$ cat src/rtl/ysyx_23060184_mem_arbiter_pkg.sv
// Shared encodings for the IFU/LSU memory-port arbiter: FSM states, owner codes
// and the default address/data width.
package ysyx_23060184_mem_arbiter_pkg;

    localparam int ARB_DATA_WIDTH = 32;

    typedef enum logic [1:0] {
        ARB_IDLE    = 2'd0,
        ARB_GRANT   = 2'd1,
        ARB_RELEASE = 2'd2
    } arb_state_t;

    localparam logic OWNER_IFU = 1'b0;
    localparam logic OWNER_LSU = 1'b1;

endpackage

$ cat src/rtl/ysyx_23060184_mem_arbiter_watchdog.sv
// Grant-duration watchdog: counts cycles while enabled and flags the final
// permitted cycle so the arbiter can abort a hung memory transaction.
module ysyx_23060184_arb_watchdog #(
    parameter int TIMEOUT_CYCLES = 1024,
    parameter int CNT_WIDTH      = 11
) (
    input  logic clk,
    input  logic rst,
    input  logic clear,
    input  logic enable,
    output logic expired
);

    logic [CNT_WIDTH-1:0] count;

    always_ff @(posedge clk or posedge rst) begin
        if (rst) begin
            count <= '0;
        end else if (clear) begin
            count <= '0;
        end else if (enable) begin
            count <= count + 1'b1;
        end
    end

    // Count starts at 0 on the first grant cycle, so this fires on cycle TIMEOUT_CYCLES.
    assign expired = enable && (count == CNT_WIDTH'(TIMEOUT_CYCLES - 1));

endmodule

$ cat src/rtl/ysyx_23060184_mem_arbiter.sv
// IFU/LSU arbiter for the single SoC memory port with a grant watchdog.
// Optional build macro ARB_ROUND_ROBIN_EN: ties alternate instead of LSU priority.
module ysyx_23060184_mem_arbiter
    import ysyx_23060184_mem_arbiter_pkg::*;
#(
    parameter int DATA_WIDTH     = ARB_DATA_WIDTH,
    parameter int TIMEOUT_CYCLES = 1024,
    parameter int CNT_WIDTH      = 11
) (
    input  logic                  clk,
    input  logic                  rst,
    input  logic                  ifu_req,
    input  logic [DATA_WIDTH-1:0] ifu_addr,
    input  logic                  lsu_req,
    input  logic [DATA_WIDTH-1:0] lsu_addr,
    input  logic                  lsu_read,
    input  logic                  lsu_write,
    input  logic                  mem_valid,
    input  logic                  mem_idle,
    output logic                  grant,
    output logic [DATA_WIDTH-1:0] mem_addr,
    output logic                  mem_read,
    output logic                  mem_write,
    output logic                  ifu_done,
    output logic                  lsu_done,
    output logic                  owner,
    output logic                  timeout_err
);

    arb_state_t state, state_next;
    logic       owner_next;
    logic       winner;
    logic       ifu_done_next, lsu_done_next, timeout_next;
    logic       expired;

`ifdef ARB_ROUND_ROBIN_EN
    logic last_owner, last_owner_next;

    always_comb begin
        if (ifu_req && lsu_req) begin
            winner = ~last_owner;
        end else begin
            winner = lsu_req ? OWNER_LSU : OWNER_IFU;
        end
    end
`else
    assign winner = lsu_req ? OWNER_LSU : OWNER_IFU;
`endif

    ysyx_23060184_arb_watchdog #(
        .TIMEOUT_CYCLES(TIMEOUT_CYCLES),
        .CNT_WIDTH     (CNT_WIDTH)
    ) u_watchdog (
        .clk    (clk),
        .rst    (rst),
        .clear  (state != ARB_GRANT),
        .enable (state == ARB_GRANT),
        .expired(expired)
    );

    always_ff @(posedge clk or posedge rst) begin
        if (rst) begin
            state       <= ARB_IDLE;
            owner       <= OWNER_IFU;
            ifu_done    <= 1'b0;
            lsu_done    <= 1'b0;
            timeout_err <= 1'b0;
`ifdef ARB_ROUND_ROBIN_EN
            last_owner  <= OWNER_IFU;
`endif
        end else begin
            state       <= state_next;
            owner       <= owner_next;
            ifu_done    <= ifu_done_next;
            lsu_done    <= lsu_done_next;
            timeout_err <= timeout_next;
`ifdef ARB_ROUND_ROBIN_EN
            last_owner  <= last_owner_next;
`endif
        end
    end

    always_comb begin
        state_next      = state;
        owner_next      = owner;
        ifu_done_next   = 1'b0;
        lsu_done_next   = 1'b0;
        timeout_next    = 1'b0;
`ifdef ARB_ROUND_ROBIN_EN
        last_owner_next = last_owner;
`endif
        case (state)
            ARB_IDLE: begin
                if (ifu_req || lsu_req) begin
                    state_next = ARB_GRANT;
                    owner_next = winner;
                end
            end
            ARB_GRANT: begin
                // A completion on the last watchdog cycle wins over the abort.
                if (mem_valid || expired) begin
                    state_next      = ARB_RELEASE;
                    ifu_done_next   = (owner == OWNER_IFU);
                    lsu_done_next   = (owner == OWNER_LSU);
                    timeout_next    = ~mem_valid;
`ifdef ARB_ROUND_ROBIN_EN
                    last_owner_next = owner;
`endif
                end
            end
            ARB_RELEASE: begin
                if (mem_idle) begin
                    state_next = ARB_IDLE;
                end
            end
            default: state_next = ARB_IDLE;
        endcase
    end

    assign grant = (state == ARB_GRANT);

    always_comb begin
        mem_addr  = '0;
        mem_read  = 1'b0;
        mem_write = 1'b0;
        if (state == ARB_GRANT) begin
            if (owner == OWNER_LSU) begin
                mem_addr  = lsu_addr;
                mem_read  = lsu_read;
                mem_write = lsu_write;
            end else begin
                mem_addr  = ifu_addr;
                mem_read  = 1'b1;
            end
        end
    end

endmodule

$ cat config.mk
export PLATFORM = sky130hd
export DESIGN_NAME = ysyx_23060184_mem_arbiter
export DESIGN_NICKNAME = d
export VERILOG_FILES = /design/src/rtl/ysyx_23060184_mem_arbiter_pkg.sv /design/src/rtl/ysyx_23060184_mem_arbiter_watchdog.sv /design/src/rtl/ysyx_23060184_mem_arbiter.sv
export SDC_FILE = /design/constraint.sdc
export NUM_CORES = 1
export LEC_CHECK = 0
export BUFFER_PORTS_ARGS = -buffer_cell sky130_fd_sc_hd__buf_4
export CORE_ASPECT_RATIO = 0.6
export CORE_MARGIN = 1
export CORE_UTILIZATION = 38
export DETAILED_ROUTE_END_ITERATION = 10
export GPL_TIMING_DRIVEN = 1
export MAX_ROUTING_LAYER = met4
export PLACE_DENSITY = 0.91
export SLEW_MARGIN = 20
export SYNTH_ARGS = -nofsm -noshare
export SYNTH_HDL_FRONTEND = slang
export SYNTH_SLANG_ARGS = --single-unit
$ cat constraint.sdc
create_clock -name clk -period 1.5 [get_ports clk]
set_clock_uncertainty 0.05 [all_clocks]
set_input_delay 0.075 -clock clk [delete_from_list [all_inputs] [get_ports clk]]
set_output_delay 0.075 -clock clk [all_outputs]
set_load 0.1 [all_outputs]
==> flow_summary.yaml, run 1 <==
logic_synthesis:
  synth-xor-area-share_pct: 2.09
  async_reset_ff_share_pct: 100
  seq_area_frac_synth_pct: 33.9
  synth_edf_count: 0
  synth_most_common_cell: "nor2_1"
  ys_types: 29
  synth_top_family_by_area: "multiplexers"
  synth_area_sq_um: 1250
  yosys.area.top_type_share_pct: 33.9
  netlist_top_cells_count: "38 x nor2_1, 32 x mux2i_1, 17 x dfrtp_1"
  ys_ff_latch: 17
  yosysWarnings: 0
  synth_nets: 222
  syn_area_per_cell_sq_um: 8.42
  synth-simple-area-share_pct: 24.0
  netlist_instances: 149
  synthFlopType: "dfrtp_1"
  yosysTopAreaCell: "dfrtp_1"
  synth_mux_area_share_pct: 25.5
  synthAdderAreaFrac_pct: 0.997
  synth.area.top_cells: "dfrtp_1 34%, mux2i_1 26%, nor2_1 11%"
  synth_compound_area_share_pct: 8.87
status:
  error_line: "[ERROR DPL-0038] Utilization greater than 100%, impossible to legalize"
  status: "did not finish"
  lastStage: "4_1_cts"
clock_tree:
  cts_inserted_buffers: 3
  h-tree-depth: 1
  post_cts_resize_count: 135
  cts_buffer_depth: 2
  cts_hold_buffers: 2
  clock-sinks: 17
  cts_setup_buffers: 5
  ctsRootBufferMaster: "clkbuf_8"
placed_design:
  dp_cells: 302
  io_buffers: 110
  dp_hpwl_um: 3740
  gp_congestion: 0.836
floorplanning:
  num_rows: 15
  die_h_um: 46.5
  fp.dieW_um: 76.2
  start_util_pct: 41.8
  ioPinCount: 111
logic make-up after synthesis:
group | count (synthesis)
multiplexers | 32
flip-flops | 17
adder cells (fa/ha/maj) | 1
buffers and inverters | 14
AO/OA/AOI/OAI | 18
XOR/XNOR | 3
AND/OR/NAND/NOR | 64
metrics by stage:
| step | area (sq um) | hold WS, ns | TNS [ns] | setup WS, ns |
|---|---|---|---|---|
| after detailed placement | 2490 | 0.0620 | 0 | 0.0631 |
| after global placement | 2490 | 0.0549 | 0 | 0.110 |
| after floorplan | 1570 | -0.0489 | -6.53 | -0.236 |
==> run 2, diff against run 1 <==
Settings changed: CORE_AREA set to 2 2 63 65, CORE_ASPECT_RATIO 0.6 to unset, CORE_MARGIN 1 to unset, CORE_UTILIZATION 38 to unset, DIE_AREA set to 0 0 65 67, MAX_ROUTING_LAYER met4 to unset, PLACE_DENSITY 0.91 to unset, PLACE_DENSITY_LB_ADDON set to 0.15.
==> run 2 against run 1 <==
  * The flow now finishes, with violations (setup timing)
  * Area after synthesis stayed put
  * Synthesized cell count unchanged
==> flow_summary.yaml, run 2 <==
status:
  status: "finished, violations left"
  violations: "setup timing"
grt:
  antenna_found_initial: 0
  overflow: 0
  grt.total_usage_pct: 27.4
  grt_max_degree: 18
  grt_pass1_vias: 1661
  grt_first_pass_wirelength_um: 8890
layout:
  largest_reg_flops: 11
  post_layout_nonfiller_instances: 322
  area_growth_pct: 153
  diodes: 0
  nFillCells: 151
  fin_nets: 348
  top_regs: "u_watchdog.count (11), state (2)"
  final_common_cell: "buf_4"
  regMostFlops: "u_watchdog.count"
  drive_gt1_share_pct: 73.4
  final_design_area_no_fill_sq_um: 3180
  final_cell_mix: "85 x buf_4, 32 x nor2_4, 32 x buf_12, 26 x mux2i_2, 16 x dfrtp_1"
placed_design:
  dp_hpwl_um: 3470
  gp_congestion: 0.734
  dpl_cell_area_sq_um: 2500
  io_buffers: 110
  dp_cells: 308
logic_synthesis:
  seq_area_frac_synth_pct: 33.9
  yosysTopAreaCell: "dfrtp_1"
  netlist_instances: 149
  yosys.area.top_type_share_pct: 33.9
  synth.area.top_cells: "dfrtp_1 34%, mux2i_1 26%, nor2_1 11%"
  async_reset_ff_share_pct: 100
  synth_most_common_cell: "nor2_1"
  netlist_top_cells_count: "38 x nor2_1, 32 x mux2i_1, 17 x dfrtp_1"
  syn_area_per_cell_sq_um: 8.42
  synth_edf_count: 0
  synthFlopType: "dfrtp_1"
  synth_area_sq_um: 1250
  ys_types: 29
  synth_nets: 222
  yosysWarnings: 0
  ys_ff_latch: 17
worst_setup_path:
  crit_path_max_fanout: 12
  startpoint: "owner"
  r2r_slack_ns: 0.04
  rr_startpoint: "u_watchdog.count[1]"
  worstSetupEndpoint: "mem_addr[19]"
  cp.required_ns: 1.37
  r2r-end: "u_watchdog.count[8]"
  reg2reg_depth: 4
  critPathKind: "reg -> out"
  critPathLaunchType: "flop"
  cp.arrival_ns: 1.54
  worstSetupEndpointType: "primary output"
detailed_routing:
  ant_nets: 0
  drt_pass1_iterations: 4
  drt_iter0_drc: 71
  via_per_inst: 5.54
  drc: 0
  wl_per_cell_um: 23.3
  vias: 1783
  finalWirelength_um: 7500
sta:
  worst_pin_slew_ns: 0.406
  slew_headroom_pct: 72.9
  drv_slew: 0
  grt_setup_unrepaired: "true"
  final.setup.tns_ns: -3.34
  fin_crit_sh_pct: 111
  worst_slack_ns: -0.166
  fin_crit_ns: 1.67
  hold_viol_final: 0
  max_freq_mhz: 600
  setup_viol_count_final: 35
worst_hold_path:
  min_from: "lsu_req"
  hp-class: "in -> reg"
floorplanning:
  die_area_sq_um: 4360
  core_sq_um: 3610
  fp.dieW_um: 65
  die_h_um: 67
  num_rows: 22
  ioPinCount: 111
  start_util_pct: 34.8
clock_tree:
  path_clk_slew_ns: 0.07
  cts_tree: "yes"
  clock-sinks: 17
  h-tree-depth: 1
  clkLatencyLatePin_ns: 0.25
  cts_buffer_depth: 2
  cts_inserted_buffers: 3
  ctsRootBufferMaster: "clkbuf_8"
job:
  max-cap-violations: 0
-- run 2: stage by stage --
step                hold slack [ns]  util, %  setup WS [ns]
floorplan                   -0.0489        -         -0.236
global placement             0.0274     69.3          0.125
detailed placement           0.0349     69.3         0.0816
CTS                          0.0195     83.1        -0.0588
global route                 0.0663     88.1         -0.186
finish                       0.0687     88.1         -0.166
-- run 2: cell type report --
type | instances | area [sq um] | share of cell area, %
timing repair buffer | 130 | 1460 | 46.1
multi-input combinational | 118 | 1160 | 36.4
sequential | 17 | 429 | 13.5
tap | 48 | 60.1 | 1.89
clock buffer | 4 | 45.0 | 1.42
inverter | 5 | 22.5 | 0.709
-- run 2: worst max-delay path, cell delays in order (launching register included) --
cell     delay, ns
dfrtp_4       0.48
buf_12        0.18
mux2i_1       0.36
nor2_4        0.08
buf_8         0.18
-- run 2: kinds of logic (layout without fill, tap and decap cells) --
logic type	after synthesis	after routing	synth area share, %
adders and majority gates	1	1	0.997
DFF	17	17	33.9
AOI/OAI and AO/OA	18	18	8.87
xor gates and xnor gates	3	3	2.09
muxes	32	32	25.5
and+or+nand+nor	64	64	24.0
buffers and inverters	14	139	4.59
-- run 2: layer usage --
metal,global-route usage [%],routed length (um),vias to the layer above
met5,0,0,-
met4,5.32,257,0
met3,5.91,619,24
met2,53.5,4080,113
met1,30.3,2550,872
li1,-,-,774
-- run 2: worst min-delay path by stage --
stage	to	slack, ns	cells past startpoint
floorplan	ifu_done	-0.05	1
global placement	timeout_err	0.03	2
detailed placement	timeout_err	0.03	2
CTS	state[0]	0.02	3
global route	owner	0.07	2
finish	owner	0.07	2
-- run 2: repair_timing --
| action | in CTS | in global routing |
|---|---|---|
| pin swaps | 1 | 2 |
| setup buffers | 4 | 3 |
| hold buffers | 2 | 0 |
| hold endpoints to repair | 11 | 0 |
| setup endpoints to repair | 34 | 36 |
| gates cloned | 0 | 1 |
| gates resized for setup | 101 | 31 |
Power of run 2 is not shown: default switching activity piles up to over one toggle a cycle in this logic, so the estimate is an artifact.
